===== src/rtl/alu_seq_hs_if.sv =====
// Command/result handshake bundle for alu_seq_hs: command valid/ready in, result valid/ready out.
interface alu_seq_hs_if #(
    parameter int WIDTH = 8
);
    logic                   in_valid;
    logic                   in_ready;
    logic [WIDTH-1:0]       a;
    logic [WIDTH-1:0]       b;
    logic [3:0]             op;
    logic                   out_valid;
    logic                   out_ready;
    logic [2*WIDTH-1:0]     result;
    logic                   zero;
    logic                   err;
    logic                   busy;

    modport slave (
        input  in_valid, a, b, op, out_ready,
        output in_ready, out_valid, result, zero, err, busy
    );

    modport master (
        output in_valid, a, b, op, out_ready,
        input  in_ready, out_valid, result, zero, err, busy
    );
endinterface


===== src/rtl/alu_seq_hs.sv =====
// Clocked ALU with the classic 16-opcode map: single-cycle logic/add ops,
// iterative shift-add MUL and restoring DIV, valid/ready on both sides.
module alu_seq_hs #(
    parameter int WIDTH = 8
) (
    input  logic        clk,
    input  logic        rst_n,
    alu_seq_hs_if.slave hs
);
    localparam int CW = $clog2(WIDTH + 1);
    localparam logic [WIDTH:0] ONE = (WIDTH + 1)'(1);

    localparam logic [3:0] OP_ADD  = 4'h0;
    localparam logic [3:0] OP_INC  = 4'h1;
    localparam logic [3:0] OP_SUB  = 4'h2;
    localparam logic [3:0] OP_DEC  = 4'h3;
    localparam logic [3:0] OP_MUL  = 4'h4;
    localparam logic [3:0] OP_DIV  = 4'h5;
    localparam logic [3:0] OP_SHL  = 4'h6;
    localparam logic [3:0] OP_SHR  = 4'h7;
    localparam logic [3:0] OP_AND  = 4'h8;
    localparam logic [3:0] OP_OR   = 4'h9;
    localparam logic [3:0] OP_INV  = 4'hA;
    localparam logic [3:0] OP_NAND = 4'hB;
    localparam logic [3:0] OP_NOR  = 4'hC;
    localparam logic [3:0] OP_XOR  = 4'hD;
    localparam logic [3:0] OP_XNOR = 4'hE;
    localparam logic [3:0] OP_BUF  = 4'hF;

    typedef enum logic [1:0] {IDLE, MUL, DIV, DONE} state_t;

    state_t             state_q;
    logic               inReady_q;
    logic               outValid_q;
    logic               busy_q;
    logic               zero_q;
    logic               err_q;
    logic [2*WIDTH-1:0] result_q;
    logic [WIDTH-1:0]   workHi_q;
    logic [WIDTH-1:0]   workLo_q;
    logic [WIDTH-1:0]   operand_q;
    logic [CW-1:0]      count_q;

    logic [WIDTH:0]     arith_d;
    logic [2*WIDTH-1:0] simpleRes_d;
    logic [WIDTH:0]     mulSum_d;
    logic [WIDTH-1:0]   mulHi_d;
    logic [WIDTH-1:0]   mulLo_d;
    logic [WIDTH:0]     divShift_d;
    logic [WIDTH:0]     divDiff_d;
    logic               divFits_d;
    logic [WIDTH-1:0]   divHi_d;
    logic [WIDTH-1:0]   divLo_d;
    logic               lastIter_d;

    // Single-cycle ops are evaluated straight off the inputs so the result can be registered on the accept edge.
    always_comb begin
        arith_d = '0;
        case (hs.op)
            OP_ADD:  arith_d = {1'b0, hs.a} + {1'b0, hs.b};
            OP_INC:  arith_d = {1'b0, hs.a} + ONE;
            OP_SUB:  arith_d = {1'b0, hs.a} - {1'b0, hs.b};
            OP_DEC:  arith_d = {1'b0, hs.a} - ONE;
            OP_SHL:  arith_d = {hs.a, 1'b0};
            OP_SHR:  arith_d = {2'b00, hs.a[WIDTH-1:1]};
            OP_AND:  arith_d = {1'b0, hs.a & hs.b};
            OP_OR:   arith_d = {1'b0, hs.a | hs.b};
            OP_INV:  arith_d = {1'b0, ~hs.a};
            OP_NAND: arith_d = {1'b0, ~(hs.a & hs.b)};
            OP_NOR:  arith_d = {1'b0, ~(hs.a | hs.b)};
            OP_XOR:  arith_d = {1'b0, hs.a ^ hs.b};
            OP_XNOR: arith_d = {1'b0, ~(hs.a ^ hs.b)};
            OP_BUF:  arith_d = {1'b0, hs.a};
            default: arith_d = '0;
        endcase
    end

    assign simpleRes_d = {{(WIDTH-1){1'b0}}, arith_d};

    // MUL keeps {partial product, remaining multiplier} in workHi/workLo and shifts right each step.
    assign mulSum_d = {1'b0, workHi_q} + (workLo_q[0] ? {1'b0, operand_q} : '0);
    assign mulHi_d  = mulSum_d[WIDTH:1];
    assign mulLo_d  = {mulSum_d[0], workLo_q[WIDTH-1:1]};

    // DIV keeps {remainder, dividend/quotient}; a clear bit WIDTH of the trial difference means it fits.
    assign divShift_d = {workHi_q, workLo_q[WIDTH-1]};
    assign divDiff_d  = divShift_d - {1'b0, operand_q};
    assign divFits_d  = ~divDiff_d[WIDTH];
    assign divHi_d    = divFits_d ? divDiff_d[WIDTH-1:0] : divShift_d[WIDTH-1:0];
    assign divLo_d    = {workLo_q[WIDTH-2:0], divFits_d};

    assign lastIter_d = (count_q == CW'(WIDTH - 1));

    // Control FSM; every handshake output and flag is a register so the consumer sees glitch-free values.
    always_ff @(posedge clk or negedge rst_n) begin
        if (!rst_n) begin
            state_q    <= IDLE;
            inReady_q  <= 1'b1;
            outValid_q <= 1'b0;
            busy_q     <= 1'b0;
            zero_q     <= 1'b0;
            err_q      <= 1'b0;
            result_q   <= '0;
            workHi_q   <= '0;
            workLo_q   <= '0;
            operand_q  <= '0;
            count_q    <= '0;
        end else begin
            case (state_q)
                IDLE: begin
                    if (hs.in_valid) begin
                        inReady_q <= 1'b0;
                        err_q     <= 1'b0;
                        count_q   <= '0;
                        workHi_q  <= '0;
                        if (hs.op == OP_MUL) begin
                            state_q   <= MUL;
                            busy_q    <= 1'b1;
                            workLo_q  <= hs.b;
                            operand_q <= hs.a;
                        end else if (hs.op == OP_DIV && hs.b != '0) begin
                            state_q   <= DIV;
                            busy_q    <= 1'b1;
                            workLo_q  <= hs.a;
                            operand_q <= hs.b;
                        end else if (hs.op == OP_DIV) begin
                            state_q    <= DONE;
                            outValid_q <= 1'b1;
                            err_q      <= 1'b1;
                            zero_q     <= 1'b0;
                            result_q   <= {hs.a, {WIDTH{1'b1}}};
                        end else begin
                            state_q    <= DONE;
                            outValid_q <= 1'b1;
                            zero_q     <= (simpleRes_d == '0);
                            result_q   <= simpleRes_d;
                        end
                    end
                end
                MUL: begin
                    workHi_q <= mulHi_d;
                    workLo_q <= mulLo_d;
                    count_q  <= count_q + CW'(1);
                    if (lastIter_d) begin
                        state_q    <= DONE;
                        busy_q     <= 1'b0;
                        outValid_q <= 1'b1;
                        zero_q     <= ({mulHi_d, mulLo_d} == '0);
                        result_q   <= {mulHi_d, mulLo_d};
                    end
                end
                DIV: begin
                    workHi_q <= divHi_d;
                    workLo_q <= divLo_d;
                    count_q  <= count_q + CW'(1);
                    if (lastIter_d) begin
                        state_q    <= DONE;
                        busy_q     <= 1'b0;
                        outValid_q <= 1'b1;
                        zero_q     <= ({divHi_d, divLo_d} == '0);
                        result_q   <= {divHi_d, divLo_d};
                    end
                end
                DONE: begin
                    if (hs.out_ready) begin
                        state_q    <= IDLE;
                        outValid_q <= 1'b0;
                        inReady_q  <= 1'b1;
                    end
                end
                default: state_q <= IDLE;
            endcase
        end
    end

    assign hs.in_ready  = inReady_q;
    assign hs.out_valid = outValid_q;
    assign hs.busy      = busy_q;
    assign hs.zero      = zero_q;
    assign hs.err       = err_q;
    assign hs.result    = result_q;
endmodule


===== src/flat_wrapper.sv =====
// flat-port wrapper written by rule: the top's interface ports become plain ports
module alu_seq_hs_flat 
#(
    parameter int WIDTH = 8
)
  (clk, rst_n, hs_in_valid, hs_a, hs_b, hs_op, hs_out_ready, hs_in_ready, hs_out_valid, hs_result, hs_zero, hs_err, hs_busy);
  alu_seq_hs_if #(.WIDTH(WIDTH)) hs_i ();
  input  logic clk;
  input  logic rst_n;
  input wire logic [$bits(hs_i.in_valid)-1:0] hs_in_valid;
  input wire logic [$bits(hs_i.a)-1:0] hs_a;
  input wire logic [$bits(hs_i.b)-1:0] hs_b;
  input wire logic [$bits(hs_i.op)-1:0] hs_op;
  input wire logic [$bits(hs_i.out_ready)-1:0] hs_out_ready;
  output wire logic [$bits(hs_i.in_ready)-1:0] hs_in_ready;
  output wire logic [$bits(hs_i.out_valid)-1:0] hs_out_valid;
  output wire logic [$bits(hs_i.result)-1:0] hs_result;
  output wire logic [$bits(hs_i.zero)-1:0] hs_zero;
  output wire logic [$bits(hs_i.err)-1:0] hs_err;
  output wire logic [$bits(hs_i.busy)-1:0] hs_busy;
  assign hs_i.in_valid = hs_in_valid;
  assign hs_i.a = hs_a;
  assign hs_i.b = hs_b;
  assign hs_i.op = hs_op;
  assign hs_i.out_ready = hs_out_ready;
  assign hs_in_ready = hs_i.in_ready;
  assign hs_out_valid = hs_i.out_valid;
  assign hs_result = hs_i.result;
  assign hs_zero = hs_i.zero;
  assign hs_err = hs_i.err;
  assign hs_busy = hs_i.busy;
  alu_seq_hs #(.WIDTH(WIDTH)) u_core (.clk(clk), .rst_n(rst_n), .hs(hs_i));
endmodule

===== config.mk =====
export PLATFORM = sky130hd
export DESIGN_NAME = alu_seq_hs_flat
export DESIGN_NICKNAME = d
export VERILOG_FILES = /design/src/rtl/alu_seq_hs_if.sv /design/src/rtl/alu_seq_hs.sv /design/src/flat_wrapper.sv
export SDC_FILE = /design/constraint.sdc
export NUM_CORES = 1
export LEC_CHECK = 0
export ABC_AREA = 1
export CORE_UTILIZATION = 40
export DETAILED_ROUTE_END_ITERATION = 7
export SYNTH_ARGS = -nofsm -noshare
export SYNTH_HDL_FRONTEND = slang
export SYNTH_SLANG_ARGS = --single-unit

===== constraint.sdc =====
create_clock -name clk -period 6.55 [get_ports clk]
set_input_delay 1.31 -clock clk [delete_from_list [all_inputs] [get_ports clk]]
set_output_delay 1.31 -clock clk [all_outputs]
set_load 0.05 [all_outputs]

Yosys cells after proc, flatten, opt, wreduce, memory -nomap -nowiden
Cells that the tools add are included. W data, S select, Z words.

Reductions and logical operators: 22. Equal/unequal tests: 27. Mux-type cells: 50. Bitwise operators: 8. Add/sub/neg operators: 7.

Operators by type and width (number): $pmux W9 S14 (1); $mux W16 (6); $mux W8 (8); $logic_not A16 Y1 (3); $pmux W16 S3 (1); $pmux W8 S3 (2); $eq A4 B4 Y1 const B (8); $not A8 Y8 (4); $mux W1 (21); $eq A4 B3 Y1 const B (5); $reduce_and A3 Y1 (4); $add A8 B1 Y9 const B (1); $add A8 B8 Y9 (1); $add A8 B9 Y9 (1); $sub A8 B1 Y9 const B (1); $sub A8 B8 Y9 (1); $sub A9 B8 Y9 (1); $and A8 B8 Y8 (1); $eq A4 B2 Y1 const B (2); $mux W2 (4); $ne A2 B2 Y1 const B (4); $or A8 B8 Y8 (1); $pmux W4 S2 (1); $reduce_bool A8 Y1 (1); other kinds (22) (31).

Input port bits: 24. Output and inout bits: 21. Logic and storage cells: 125. Register bits after elaboration: 51.

Depth between registers and ports, before layout
Gate-level depths: netlist (run 1).

Word-level depth: 9. Gate-level depth with buffers: 21. Gate-level depth less buffers: 21.

Worst setup path before layout (run 1)
Ideal clock, no wire load.

Kind: input to register. From: in hs_b[0]. To: reg u_core.zero_q, in the netlist u_core.hs.zero. Data required time: 6.477 ns. Setup slack: 3.126 ns. Arrival: 3.351 ns. Setup time: 0.073 ns. Buffers on the path: 0. Stages: 21. Cells stage by stage: inv_1 > ha_1 > inv_1 > nor3_2 > nand3_1 > xor2_1 > nand2_1 > nand2_1 > ha_1 > nand2_1 > nor2_1 > nand3_1 > nand2_1 > inv_1 > nand2_1 > nand2_1 > a21oi_1 > nand4_1 > nand2_1 > inv_1 > a21oi_2.

Word-level cells in the longest chain between the ends: 9. Elaborated cells on any way between the ends: 19. Classes of those cells: add/sub: 2; eq/ne: 1; mux: 6; bitwise: 6; reduce/logical: 4.

Ends and longest elaborated chain: start: declaration (RTL line flat_wrapper.sv:12) `input wire logic [$bits(hs_i.b)-1:0] hs_b;`; parallel branches: the longest is 9 deep, another holds $sub A8 B8 Y9; end signal: assignment (RTL line alu_seq_hs.sv:135) `zero_q <= (simpleRes_d == '0);`; end signal: assignment (RTL line alu_seq_hs.sv:148) `zero_q <= ({mulHi_d, mulLo_d} == '0);`; end signal: assignment (RTL line alu_seq_hs.sv:160) `zero_q <= ({divHi_d, divLo_d} == '0);`; end: declaration (RTL line alu_seq_hs.sv:36) `logic zero_q;`.

Several ways; the timed one is not identified. The select of a mux whose other input is x is not followed. A chain may end at the register's enable or synchronous reset.

Worst setup path in the final report (run 1)
From: in hs_b[2]. To: reg u_core.zero_q, in the netlist u_core.hs.zero.

The elaborated chain is that of the path after synthesis.

==> Flow_metrics.wiki, run 1 <==
{| class="wikitable"
! Metric !! Value
|-
| Overflow left after global routing || 0
|-
| Average detailed-routed wire length per instance || 16.1 um
|-
| Net count after synthesis || 944
|-
| # hold bufs at CTS || 0
|-
| Antenna diode count || 0
|-
| Area share of xor/xnor cells in the synthesized design || 1.94%
|-
| Die span in x || 118 um
|-
| Area fraction in and, or, nand and nor cells after synthesis || between 30% and 40%
|-
| Initial Utilization || 40.9%
|-
| Max-slew violation count || 0
|-
| CTS tree || built
|-
| Synth Area in Adders || about an eighth
|-
| Antenna violations before repair || 0
|-
| Clk sink count || 51
|-
| Synthesized instance count || 868
|-
| Final-report setup violation count || 0
|-
| Number of synthesized flops with an enable pin || 0
|-
| Fraction of layout cells with a size suffix above 1 || under 10%
|-
| Number of antenna-violating nets in the routed design || 0
|-
| Remaining DRCs || 0
|-
| Total number of placement rows || between 40 and 50
|-
| Crit-path max FO || 6
|-
| Power spent charging and discharging nets || 1440 uW
|-
| Pleak || 0.00319 uW
|-
| Mean post-synth cell area || about 6.2 um2
|-
| Clk Tree Root Cell || sky130_fd_sc_hd__clkbuf_16
|-
| Worst endpoint data arrival time || 4.43 ns
|-
| Total half-perimeter wirelength after legalization and detailed placement || approximately 14000 um
|-
| Maximum level of the CTS H-tree || 2
|-
| Share of the cycle needed by the critical path after routing || 64.0%
|-
| Worst Setup Start Kind || primary input
|-
| Cell area power density || between 400 and 500 nW/um2
|-
| Worst Path Required || 6.79 ns
|-
| Sequential fraction of the synthesis area || 23.6%
|-
| Port Buf Inserts || 44
|-
| Number of vias in the routed layout || 5664
|-
| Cells resized by post-CTS repair || 0
|-
| Async set-reset flop share out of synthesis || 100%
|-
| Netlist cell types || 42
|-
| Routed WL || ~17000 um
|-
| Iter 0 DRT Violations || 463
|-
| Number of max-capacitance violations reported || 0
|-
| Die area || about 14000 um2
|-
| Clock latency on the worst-skew pair || 0.30 ns
|-
| Hold/Removal Path Class || reg -> reg
|-
| Standard cell core area || 13200 um2
|-
| Clk pin slew, worst setup/hold paths || 0.07 ns
|-
| Hold Fails Final Rpt || 0
|-
| Peak supply drop || 0.000161 V
|-
| Buffer count from post-CTS setup fixing || 0
|-
| DR vias/cell || between 5 and 6
|-
| Fraction of synthesized area in multiplexers || 0%
|-
| Buffers from clock root to sink, at most || 2
|-
| Internal power contribution || 1260 uW
|-
| Filler cells || 1434
|-
| Most used flip-flop cell after synthesis || sky130_fd_sc_hd__dfrtp_1
|-
| Largest clock skew in the final design || slightly above 0.01 ns
|-
| Routability Congestion || between 0.9 and 1
|-
| Total track usage || 26.0%
|-
| Switch share || 53.3%
|-
| Accumulated negative setup slack || 0 ns
|-
| Worst setup EP type || flip-flop
|-
| Post-place setup slack || 2.04 ns
|-
| Maximum number of pins on one net before global-route repair || between 50 and 60
|-
| Wire length of the first global-routing pass || about 28000 um
|-
| Critical setup path kind || in -> reg
|-
| Setup repair after global routing missed its margin || no
|-
| Num ports || between 40 and 50
|-
| Clock buffer count from CTS || 5
|-
| Height of the chip || about 120 um
|-
| Net count reported at finish || 981
|-
| Rel. slew slack || 55.0%
|-
| Dominant combinational cell family by area after synthesis || simple AND/OR/NAND/NOR gates
|-
| Layout area overhead || 14.1%
|-
| Warning count from the yosys run || 0
|-
| Relative contribution of the clock network to total power || 11.4%
|-
| Number of detailed-route iterations in the first pass || 7
|-
| Synthesized-area fraction occupied by ao, oa, aoi and oai cells || 16.3%
|-
| Number of global-route vias before repair || 5316
|-
| Time the worst path needs with I/O delays and setup || 4.19 ns
|-
| Status || finished, final reports clean
|-
| Register share of total power || 21.6%
|-
| Slew of the pin with the lowest slew margin || 0.675 ns
|-
| Post-Syn Area || 5420 um2
|-
| Setup WS post-layout || 2.36 ns
|-
| Highest achievable clock rate || 238 MHz
|-
| Combinational group share of total power || 67.0%
|-
| Number of register bits inferred by synthesis || 51
|}
[layout by cell type, fill, tap and decap left out, types with 6 or more instances in the layout]
master                            Yosys  routed
sky130_fd_sc_hd__a2bb2oi_1            9       9
sky130_fd_sc_hd__clkdlybuf4s50_1      0      43
sky130_fd_sc_hd__inv_1              127     127
sky130_fd_sc_hd__nor2_2               6       6
sky130_fd_sc_hd__a21oi_1             34      34
sky130_fd_sc_hd__xnor2_1              6       6
sky130_fd_sc_hd__ha_1                49      49
sky130_fd_sc_hd__xor2_1               6       6
sky130_fd_sc_hd__nand2_1            279     279
sky130_fd_sc_hd__o22ai_1             11      11
sky130_fd_sc_hd__nor2_1              77      77
sky130_fd_sc_hd__nand3_1             50      50
sky130_fd_sc_hd__o211ai_1            10      10
sky130_fd_sc_hd__dfrtp_1             50      50
sky130_fd_sc_hd__nand4_1             13      13
sky130_fd_sc_hd__nand2_2              7       7
sky130_fd_sc_hd__o21ai_0             67      67
[metal layers]
layer | track usage [%] | part of all wire [%] | wire length, um | vias to the layer above
li1 | - | - | - | 2878
met5 | 0 | 0 | 0 | -
met2 | 42.5 | 45 | 7920 | 168
met1 | 34.9 | 46 | 7970 | 2582
met3 | 2.41 | 4.8 | 840 | 36
met4 | 11.1 | 4.0 | 702 | 0
[cell usage after synthesis (all sizes together) (5+ instances only)]
cell type	n	area share (%)
xor2	6	0.97
nand4	13	1.5
a21oi	36	3.5
nor2	85	6.4
xnor2	6	0.97
inv	131	9.1
a2bb2oi	9	1.5
a31oi	5	0.58
nand3	52	5.0
clkbuf	10	0.69
o211ai	10	1.4
nand3b	5	0.69
nor3	6	0.65
nand2	288	21
o22ai	11	1.3
o21ai	72	6.7
buf	6	0.72
ha	49	11
dfrtp	50	23
[power by group through the flow]
stage	clock network [uW]	logic (uW)	registers [uW]
global route	327	2020	599
CTS	309	1810	580
finish	306	1800	581
global placement	0	1790	585
floorplan	0	1140	748
detailed placement	0	1800	584
[path summary, 6_finish.rpt]
check                                                      from                               to  slack [ns]  depth (start not counted)
worst max-delay path                                    hs_b[2]       u_core.hs.zero$_DFFE_PN0P_        2.36                         20
worst min-delay path            u_core.hs.result[2]$_DFFE_PN0P_  u_core.hs.result[2]$_DFFE_PN0P_        0.48                          2
worst max register to register   u_core.workLo_q[7]$_DFFE_PN0P_       u_core.hs.zero$_DFFE_PN0P_        3.81                         16
worst min register to register  u_core.hs.result[2]$_DFFE_PN0P_  u_core.hs.result[2]$_DFFE_PN0P_        0.48                          2
max in group asynchronous                                 rst_n  u_core.operand_q[3]$_DFFE_PN0P_        4.97                          2
min in group asynchronous                                 rst_n    u_core.count_q[2]$_DFFE_PN0P_        1.12                          2
[registers in the layout, summed over array words and instances (netlist names)]
name / cells
u_core.hs.zero: 1
u_core.hs.result: 16
u_core.hs.out_valid: 1
u_core.hs.in_ready: 1
u_core.workHi_q: 8
u_core.count_q: 4
u_core.operand_q: 8
u_core.workLo_q: 8
u_core.hs.err: 1
u_core.hs.busy: 1
u_core.state_q: 2
[metrics by stage]
step | utilization (%) | hold slack, ns | cells | cell area [um2] | power (uW)
2_1_floorplan | - | 0.475 | 868 | 5420 | 1890
3_3_place_gp | 45.4 | 0.473 | 1074 | 6010 | 2380
3_5_place_dp | 45.4 | 0.471 | 1074 | 6010 | 2380
4_1_cts | 46.7 | 0.488 | 1082 | 6180 | 2700
5_1_grt | 46.7 | 0.519 | 1082 | 6180 | 2950
6_report | 46.7 | 0.484 | 1082 | 6180 | 2690
[cell families (layout without fill, tap and decap cells)]
kind of cell    after synthesis  in the layout
simple gates                452            452
compound gates              153            153
buf+inv                     148            186
fa+ha+maj                    52             52
flops                        51             51
xor+xnor                     12             12
[layout make-up]
type | instances | area (um2) | share of cell area [%]
tap | 176 | 220 | 3.56
clock buffer | 5 | 125 | 2.02
inverter | 132 | 495 | 8.02
clock inverter | 3 | 46.3 | 0.749
timing repair buffer | 46 | 450 | 7.29
multi-input combinational | 669 | 3570 | 57.7
sequential | 51 | 1280 | 20.7
[worst max-delay path, cell delays in order]
cell,delay [ns]
sky130_fd_sc_hd__clkdlybuf4s50_1,0.54
sky130_fd_sc_hd__inv_1,0.27
sky130_fd_sc_hd__nand3_1,0.11
sky130_fd_sc_hd__nor2_1,0.16
sky130_fd_sc_hd__nand2_1,0.11
sky130_fd_sc_hd__nor3_1,0.22
sky130_fd_sc_hd__xor2_1,0.10
sky130_fd_sc_hd__o21ai_0,0.31
sky130_fd_sc_hd__ha_1,0.33
sky130_fd_sc_hd__a21oi_1,0.13
sky130_fd_sc_hd__inv_1,0.05
sky130_fd_sc_hd__nor2_1,0.12
sky130_fd_sc_hd__nand2_1,0.09
sky130_fd_sc_hd__nand3_1,0.07
sky130_fd_sc_hd__nand2_1,0.05
sky130_fd_sc_hd__a21oi_1,0.15
sky130_fd_sc_hd__nand4_1,0.11
sky130_fd_sc_hd__nand2_1,0.07
sky130_fd_sc_hd__inv_1,0.05
sky130_fd_sc_hd__a21oi_2,0.09
Power figures use the tool's default switching activity.
==> run 2, diff against run 1 <==
==> constraint.sdc (replaced) <==
create_clock -name clk -period 4.3 [get_ports clk]
set_input_delay 0.86 -clock clk [delete_from_list [all_inputs] [get_ports clk]]
set_output_delay 0.86 -clock clk [all_outputs]
set_load 0.05 [all_outputs]
==> Flow_metrics.wiki, run 2 (synthesis gave the netlist of run 1 again) <==
{| class="wikitable"
! Metric !! Value
|-
| # hold bufs at CTS || 0 (unchanged)
|-
| CTS tree || built (unchanged)
|-
| Port Buf Inserts || 44 (unchanged)
|-
| DR vias/cell || 5.26 (was 5.23)
|-
| Initial Utilization || 40.9% (unchanged)
|-
| Flip-flop count of the largest register after layout || 16 (unchanged)
|-
| Number of vias in the routed layout || 5719 (was 5664)
|-
| CP max-delay cell || sky130_fd_sc_hd__clkdlybuf4s50_1 (unchanged)
|-
| Worst endpoint data arrival time || 3.81 ns (was 4.43 ns)
|-
| Most common library cell in the layout ignoring fill and taps || sky130_fd_sc_hd__nand2_1 (unchanged)
|-
| Crit-path max FO || 6 (unchanged)
|-
| Routed WL || 17400 um (about the same)
|-
| Largest clock skew in the final design || 0.0117 ns (was 0.0101 ns)
|-
| Final-report setup violation count || 0 (unchanged)
|-
| Layout area overhead || 14.7% (was 14.1%)
|-
| Total number of placement rows || 42 (unchanged)
|-
| Overflow left after global routing || 0 (unchanged)
|-
| Antenna violations before repair || 0 (unchanged)
|-
| Average detailed-routed wire length per instance || 16.0 um (was 16.1 um)
|-
| Crit-path most repeated cell || sky130_fd_sc_hd__nand2_1 (unchanged)
|-
| Hold Fails Final Rpt || 0 (unchanged)
|-
| Pleak || 0.00322 uW (was 0.00319 uW)
|-
| Accumulated negative setup slack || 0 ns (unchanged)
|-
| Iter 0 DRT Violations || 450 (was 463)
|-
| Clk pin slew, worst setup/hold paths || 0.07 ns (about the same)
|-
| Wire length of the first global-routing pass || 27900 um (was 28300 um)
|-
| Number of global-route vias before repair || 5266 (was 5316)
|-
| Reg-to-reg critical path endpoint || u_core.workHi_q[4]$_DFFE_PN0P_ (was u_core.hs.zero$_DFFE_PN0P_)
|-
| Maximum level of the CTS H-tree || 2 (unchanged)
|-
| Slew of the pin with the lowest slew margin || 0.623 ns (was 0.675 ns)
|-
| Worst setup EP type || flip-flop (unchanged)
|-
| Net count reported at finish || 987 (was 981)
|-
| Clock latency on the worst-skew pair || 0.30 ns (about the same)
|-
| Non-Filler Instances || 1088 (was 1082)
|-
| Origin of the critical flop-to-flop path || u_core.workLo_q[7]$_DFFE_PN0P_ (unchanged)
|-
| Die area || 14000 um2 (unchanged)
|-
| Reg-to-reg setup timing slack || 1.47 ns (was 3.81 ns)
|-
| Share of the cycle needed by the critical path after routing || 83.1%
|-
| Highest-count cells in the layout ignoring fill and taps || sky130_fd_sc_hd__nand2_1 (279), sky130_fd_sc_hd__inv_1 (127), sky130_fd_sc_hd__nor2_1 (77) (unchanged)
|-
| Placed Cells || 1080 (was 1074)
|-
| Clk sink count || 51 (unchanged)
|-
| Hold/Removal Path Class || in -> async (was reg -> reg)
|-
| Depth of the worst register-to-register path || 15 (was 16)
|-
| Worst Path Required || 4.53 ns (was 6.79 ns)
|-
| Number of detailed-route iterations in the first pass || 7 (unchanged)
|-
| Worst Setup Start Kind || primary input (unchanged)
|-
| Number of antenna-violating nets in the routed design || 0 (unchanged)
|-
| Routability Congestion || 0.975 (was 0.979)
|-
| Delay of the slowest critical-path stage || 0.45 ns (was 0.54 ns)
|-
| Buffer count from post-CTS setup fixing || 0 (unchanged)
|-
| Antenna diode count || 0 (unchanged)
|-
| Critical-path cell list || clkdlybuf4s50_1, inv_1, ha_1, inv_1, nor3_2, nand3_1, xor2_1, nand2_1, nand2_1, ha_1, nand2_1, nor2_1, nand3_1, nand2_1, inv_1, nand2_1, nand2_1, a21oi_1, nand4_1, nand2_1, inv_1, a21oi_2 (was clkdlybuf4s50_1, inv_1, nand3_1, nor2_1, nand2_1, nor3_1, xor2_1, o21ai_0, ha_1, a21oi_1, inv_1, nor2_1, nand2_1, nand3_1, nand2_1, a21oi_1, nand4_1, nand2_1, inv_1, a21oi_2)
|-
| Num ports || 45 (unchanged)
|-
| Max-slew violation count || 0 (unchanged)
|-
| Peak supply drop || 0.000292 V (was 0.000161 V)
|-
| Rel. slew slack || 58.5% (was 55.0%)
|-
| Post-route cell area || 6210 um2 (was 6180 um2)
|-
| Critical setup path kind || in -> reg (unchanged)
|-
| Clock buffer count from CTS || 5 (unchanged)
|-
| Setup repair after global routing missed its margin || no (unchanged)
|-
| Maximum number of pins on one net before global-route repair || 49 (was 52)
|-
| Highest achievable clock rate || 280 MHz
|-
| Remaining DRCs || 0 (unchanged)
|-
| Time the worst path needs with I/O delays and setup || ~3.6 ns
|-
| Status || finished, final reports clean (unchanged)
|-
| Cell area power density || 654 nW/um2 (was 435 nW/um2)
|-
| Clk Tree Root Cell || sky130_fd_sc_hd__clkbuf_16 (unchanged)
|-
| Cells resized by post-CTS repair || 0 (unchanged)
|-
| Standard cell core area || 13200 um2 (unchanged)
|-
| Buffers from clock root to sink, at most || 2 (unchanged)
|-
| Total track usage || 25.3% (was 26.0%)
|-
| Fraction of layout cells with a size suffix above 1 || 5.04% (was 4.42%)
|-
| Height of the chip || 118 um (unchanged)
|-
| Total half-perimeter wirelength after legalization and detailed placement || 13700 um (was 13800 um)
|-
| Standard cell area after detailed placement || 6050 um2 (was 6010 um2)
|-
| Number of max-capacitance violations reported || 0 (unchanged)
|-
| Die span in x || 118 um (unchanged)
|}
[run 2: how the worst max path moves through the flow]
stage | start | to | slack, ns | cells after the start
after floorplan | hs_b[0] | u_core.hs.zero$_DFFE_PN0P_ | 1.33 | 21
after global placement | hs_b[0] | u_core.hs.result[7]$_DFFE_PN0P_ | 0.51 | 19
after detailed placement | hs_b[0] | u_core.hs.result[7]$_DFFE_PN0P_ | 0.45 | 19
after CTS | hs_b[0] | u_core.hs.result[7]$_DFFE_PN0P_ | 0.76 | 19
after global routing | hs_b[0] | u_core.hs.zero$_DFFE_PN0P_ | 0.42 | 22
final | hs_b[0] | u_core.hs.zero$_DFFE_PN0P_ | 0.73 | 22
[run 2: metrics by stage]
stage	setup WS, ns	power (uW)	util (%)	hold WS (ns)
after CTS	0.762	4070	46.9	0.344
after floorplan	1.33	2880	-	0.475
after detailed placement	0.449	3630	45.7	0.470
after global routing	0.415	4410	46.9	0.352
after global placement	0.511	3630	45.7	0.470
final	0.728	4060	46.9	0.346
[run 2: layer usage]
layer / global-route usage [%] / share of wire (%)
met1: 34.3 / 45
met2: 40.5 / 46
met3: 3.62 / 5.4
met4: 10.2 / 3.2
met5: 0 / 0
[run 2: report_power, final]
group	switching, uW	internal, uW
Combinational	1830	931
Clock	182	233
Sequential	177	708
Total	2190	1870
[run 2: final cells by class]
cell class,instances,area (um2)
well taps,176,220
flip-flops and latches,51,1280
clock inverters,2,16.3
repair buffers,52,495
clock buffers,6,139
multi-input cells,669,3570
inverters,132,495
fillers,1438,7030
[run 2: worst max-delay path, delay by kind of cell]
kind                       cells  cell delay, ns
buffers and inverters          5            0.84
xor gates and xnor gates       1            0.16
AOI/OAI and AO/OA              2            0.27
adders and majority gates      2            0.57
and+or+nand+nor               12            1.11
==> run 3, diff against run 2 <==
==> constraint.sdc (replaced) <==
create_clock -name clk -period 3.4 [get_ports clk]
set_input_delay 0.68 -clock clk [delete_from_list [all_inputs] [get_ports clk]]
set_output_delay 0.68 -clock clk [all_outputs]
set_load 0.05 [all_outputs]
==> Flow_metrics.wiki, run 3 (synthesis gave the netlist of run 1 again) <==
{| class="wikitable"
! Metric !! Value
|-
| Clock buffer count from CTS || 5 (unchanged)
|-
| Detailed-route wire length on metal 1 || 8070 um (was 7900 um)
|-
| Setup WS post-layout || 0.262 ns (was 0.728 ns)
|-
| Worst Setup Start Kind || primary input (unchanged)
|-
| Routed WL || 18000 um (was 17400 um)
|-
| Antenna violations before repair || 0 (unchanged)
|-
| Worst endpoint data arrival time || 3.37 ns (was 3.81 ns)
|-
| DR WL met3 || 806 um (was 938 um)
|-
| Number of detailed-route iterations in the first pass || 7 (unchanged)
|-
| Height of the chip || 118 um (unchanged)
|-
| Die span in x || 118 um (unchanged)
|-
| CP max-delay cell || sky130_fd_sc_hd__clkdlybuf4s50_1 (unchanged)
|-
| Standard cell area after detailed placement || 6360 um2 (was 6050 um2)
|-
| DR vias/cell || 5.17 (was 5.26)
|-
| Total number of placement rows || 42 (unchanged)
|-
| CTS tree || built (unchanged)
|-
| Worst Path Required || 3.63 ns (was 4.53 ns)
|-
| Worst setup EP type || flip-flop (unchanged)
|-
| Layout area overhead || 21.3% (was 14.7%)
|-
| Initial Utilization || 40.9% (unchanged)
|-
| Clock latency on the worst-skew pair || 0.30 ns (about the same)
|-
| Highest-count cells in the layout ignoring fill and taps || sky130_fd_sc_hd__nand2_1 (279), sky130_fd_sc_hd__inv_1 (125), sky130_fd_sc_hd__nor2_1 (77) (was sky130_fd_sc_hd__nand2_1 (279), sky130_fd_sc_hd__inv_1 (127), sky130_fd_sc_hd__nor2_1 (77))
|-
| Time the worst path needs with I/O delays and setup || between 3 and 4 ns
|-
| Average detailed-routed wire length per instance || 15.9 um (was 16.0 um)
|-
| Highest layer used for signal routing || met4 (unchanged)
|-
| Fraction of layout cells with a size suffix above 1 || 9.76% (was 5.04%)
|-
| Post-route cell area || 6570 um2 (was 6210 um2)
|-
| Sum of internal, switching and leakage power || 5270 uW (was 4060 uW)
|-
| Num ports || 45 (unchanged)
|-
| Buffers from clock root to sink, at most || 2 (unchanged)
|-
| Routability Congestion || 1.04 (was 0.975)
|-
| Max-slew violation count || 0 (unchanged)
|-
| Iter 0 DRT Violations || 389 (was 450)
|-
| Net count reported at finish || 1028 (was 987)
|-
| Final-report setup violation count || 0 (unchanged)
|-
| Clk sink count || 51 (unchanged)
|-
| Wire length on met2 || 8330 um (was 7990 um)
|-
| Die area || 14000 um2 (unchanged)
|-
| Slew of the pin with the lowest slew margin || 0.740 ns (was 0.623 ns)
|-
| Number of vias in the routed layout || 5842 (was 5719)
|-
| Share of the cycle needed by the critical path after routing || 92.3%
|-
| Cell class contributing the biggest share of worst-path delay || simple AND/OR/NAND/NOR gates (unchanged)
|-
| Setup repair after global routing missed its margin || no (unchanged)
|-
| Highest achievable clock rate || about 320 MHz
|-
| Flip-flop count of the largest register after layout || 16 (unchanged)
|-
| Violated checks || design-rule violations
|-
| Overflow left after global routing || 0 (unchanged)
|-
| Number of antenna-violating nets in the routed design || 0 (unchanged)
|-
| Count of buffering cells on the critical path with inverters included || 6 (was 5)
|-
| Placed Cells || 1121 (was 1080)
|-
| Hold Fails Final Rpt || 0 (unchanged)
|-
| Standard cell core area || 13200 um2 (unchanged)
|-
| Post-place setup slack || -0.0958 ns (was 0.449 ns)
|-
| Buffer count from post-CTS setup fixing || 0 (unchanged)
|-
| Cell area power density || 803 nW/um2 (was 654 nW/um2)
|-
| Largest clock skew in the final design || 0.00957 ns (was 0.0117 ns)
|-
| Peak supply drop || 0.000410 V (was 0.000292 V)
|-
| Clk pin slew, worst setup/hold paths || 0.07 ns (about the same)
|-
| Pleak || 0.00342 uW (was 0.00322 uW)
|-
| Crit-path max FO || 4 (was 6)
|-
| Maximum number of pins on one net before global-route repair || 33 (was 49)
|-
| Status || complete, but fails checks (was finished, final reports clean)
|-
| Non-Filler Instances || 1129 (was 1088)
|-
| Critical setup path kind || in -> reg (unchanged)
|-
| Port Buf Inserts || 44 (unchanged)
|-
| Critical-path cell list || clkdlybuf4s50_1, inv_2, ha_1, inv_1, nor3_2, xor2_1, nand2_1, nand2_1, ha_1, buf_4, nand2_1, inv_1, nand4_1, nand3_1, nand2_1, nand3_1, nand2_1, nor2_1, nand4_1, nand2_1, inv_1, a21oi_2 (was clkdlybuf4s50_1, inv_1, ha_1, inv_1, nor3_2, nand3_1, xor2_1, nand2_1, nand2_1, ha_1, nand2_1, nor2_1, nand3_1, nand2_1, inv_1, nand2_1, nand2_1, a21oi_1, nand4_1, nand2_1, inv_1, a21oi_2)
|-
| Total half-perimeter wirelength after legalization and detailed placement || 14800 um (was 13700 um)
|-
| Wire length of the first global-routing pass || 29100 um (was 27900 um)
|-
| Crit-path most repeated cell || sky130_fd_sc_hd__nand2_1 (unchanged)
|-
| Worst Hold Margin || 0.435 ns (was 0.346 ns)
|-
| Number of global-route vias before repair || 5620 (was 5266)
|-
| Delay of the slowest critical-path stage || 0.44 ns (was 0.45 ns)
|-
| Rel. slew slack || 50.7% (was 58.5%)
|-
| Clk Tree Root Cell || sky130_fd_sc_hd__clkbuf_16 (unchanged)
|-
| Antenna diode count || 0 (unchanged)
|-
| Hold/Removal Path Class || in -> async (unchanged)
|-
| Total track usage || 26.7% (was 25.3%)
|-
| Most common library cell in the layout ignoring fill and taps || sky130_fd_sc_hd__nand2_1 (unchanged)
|-
| Number of max-capacitance violations reported || 0 (unchanged)
|-
| Maximum level of the CTS H-tree || 2 (unchanged)
|-
| Remaining DRCs || 2 (was 0)
|}
-- run 3: cell types whose count changed in the layout (fill, tap and decap cells not counted), sizes merged --
| cell | change |
|---|---|
| bufinv | +1 |
| clkbuf | -1 |
| clkinv | -1 |
| buf | +41 |
| inv | +1 |
-- run 3: layout make-up --
class	instances	area, um2
clock buffers	5	125
clock inverters	3	46.3
fillers	1456	6680
inverters	132	495
multi-input cells	669	3600
flip-flops and latches	51	1280
well taps	176	220
repair buffers	93	803
-- run 3: stage by stage --
stage	utilization, %	TNS [ns]
after floorplan	-	0
after global placement	48.0	-0.0995
after detailed placement	48.0	-0.214
after CTS	49.3	0
after global routing	49.6	0
final	49.6	0
-- run 3: timing repair --
item,4_1_cts,5_1_grt
gates resized for setup,0,6
setup endpoints to repair,0,3
hold buffers,0,0
-- run 3: report_power, final --
part | internal [uW] | switching (uW) | leakage, uW | total (uW)
Sequential | 895 | 217 | 0.000630 | 1110
Clock | 350 | 240 | 0.0000804 | 590
Combinational | 1240 | 2330 | 0.00271 | 3570
Total | 2490 | 2790 | 0.00342 | 5270
-- run 3: routing by layer --
layer	track usage [%]	up-vias
met5	0	-
met4	12.6	0
met3	3.81	42
met1	33.9	2684
li1	-	2968
met2	44.6	148
-- run 3: final timing paths --
path	start	end	slack [ns]	cells past startpoint
hold / removal	rst_n	u_core.hs.out_valid$_DFFE_PN0P_	0.44	1
setup reg to reg	u_core.workLo_q[7]$_DFFE_PN0P_	u_core.hs.zero$_DFFE_PN0P_	0.55	17
hold reg to reg	u_core.hs.result[2]$_DFFE_PN0P_	u_core.hs.result[2]$_DFFE_PN0P_	0.49	2
min in group clk	u_core.hs.result[2]$_DFFE_PN0P_	u_core.hs.result[2]$_DFFE_PN0P_	0.49	2
max in group asynchronous	rst_n	u_core.workLo_q[4]$_DFFE_PN0P_	2.32	2
setup / recovery	hs_b[0]	u_core.hs.zero$_DFFE_PN0P_	0.26	22
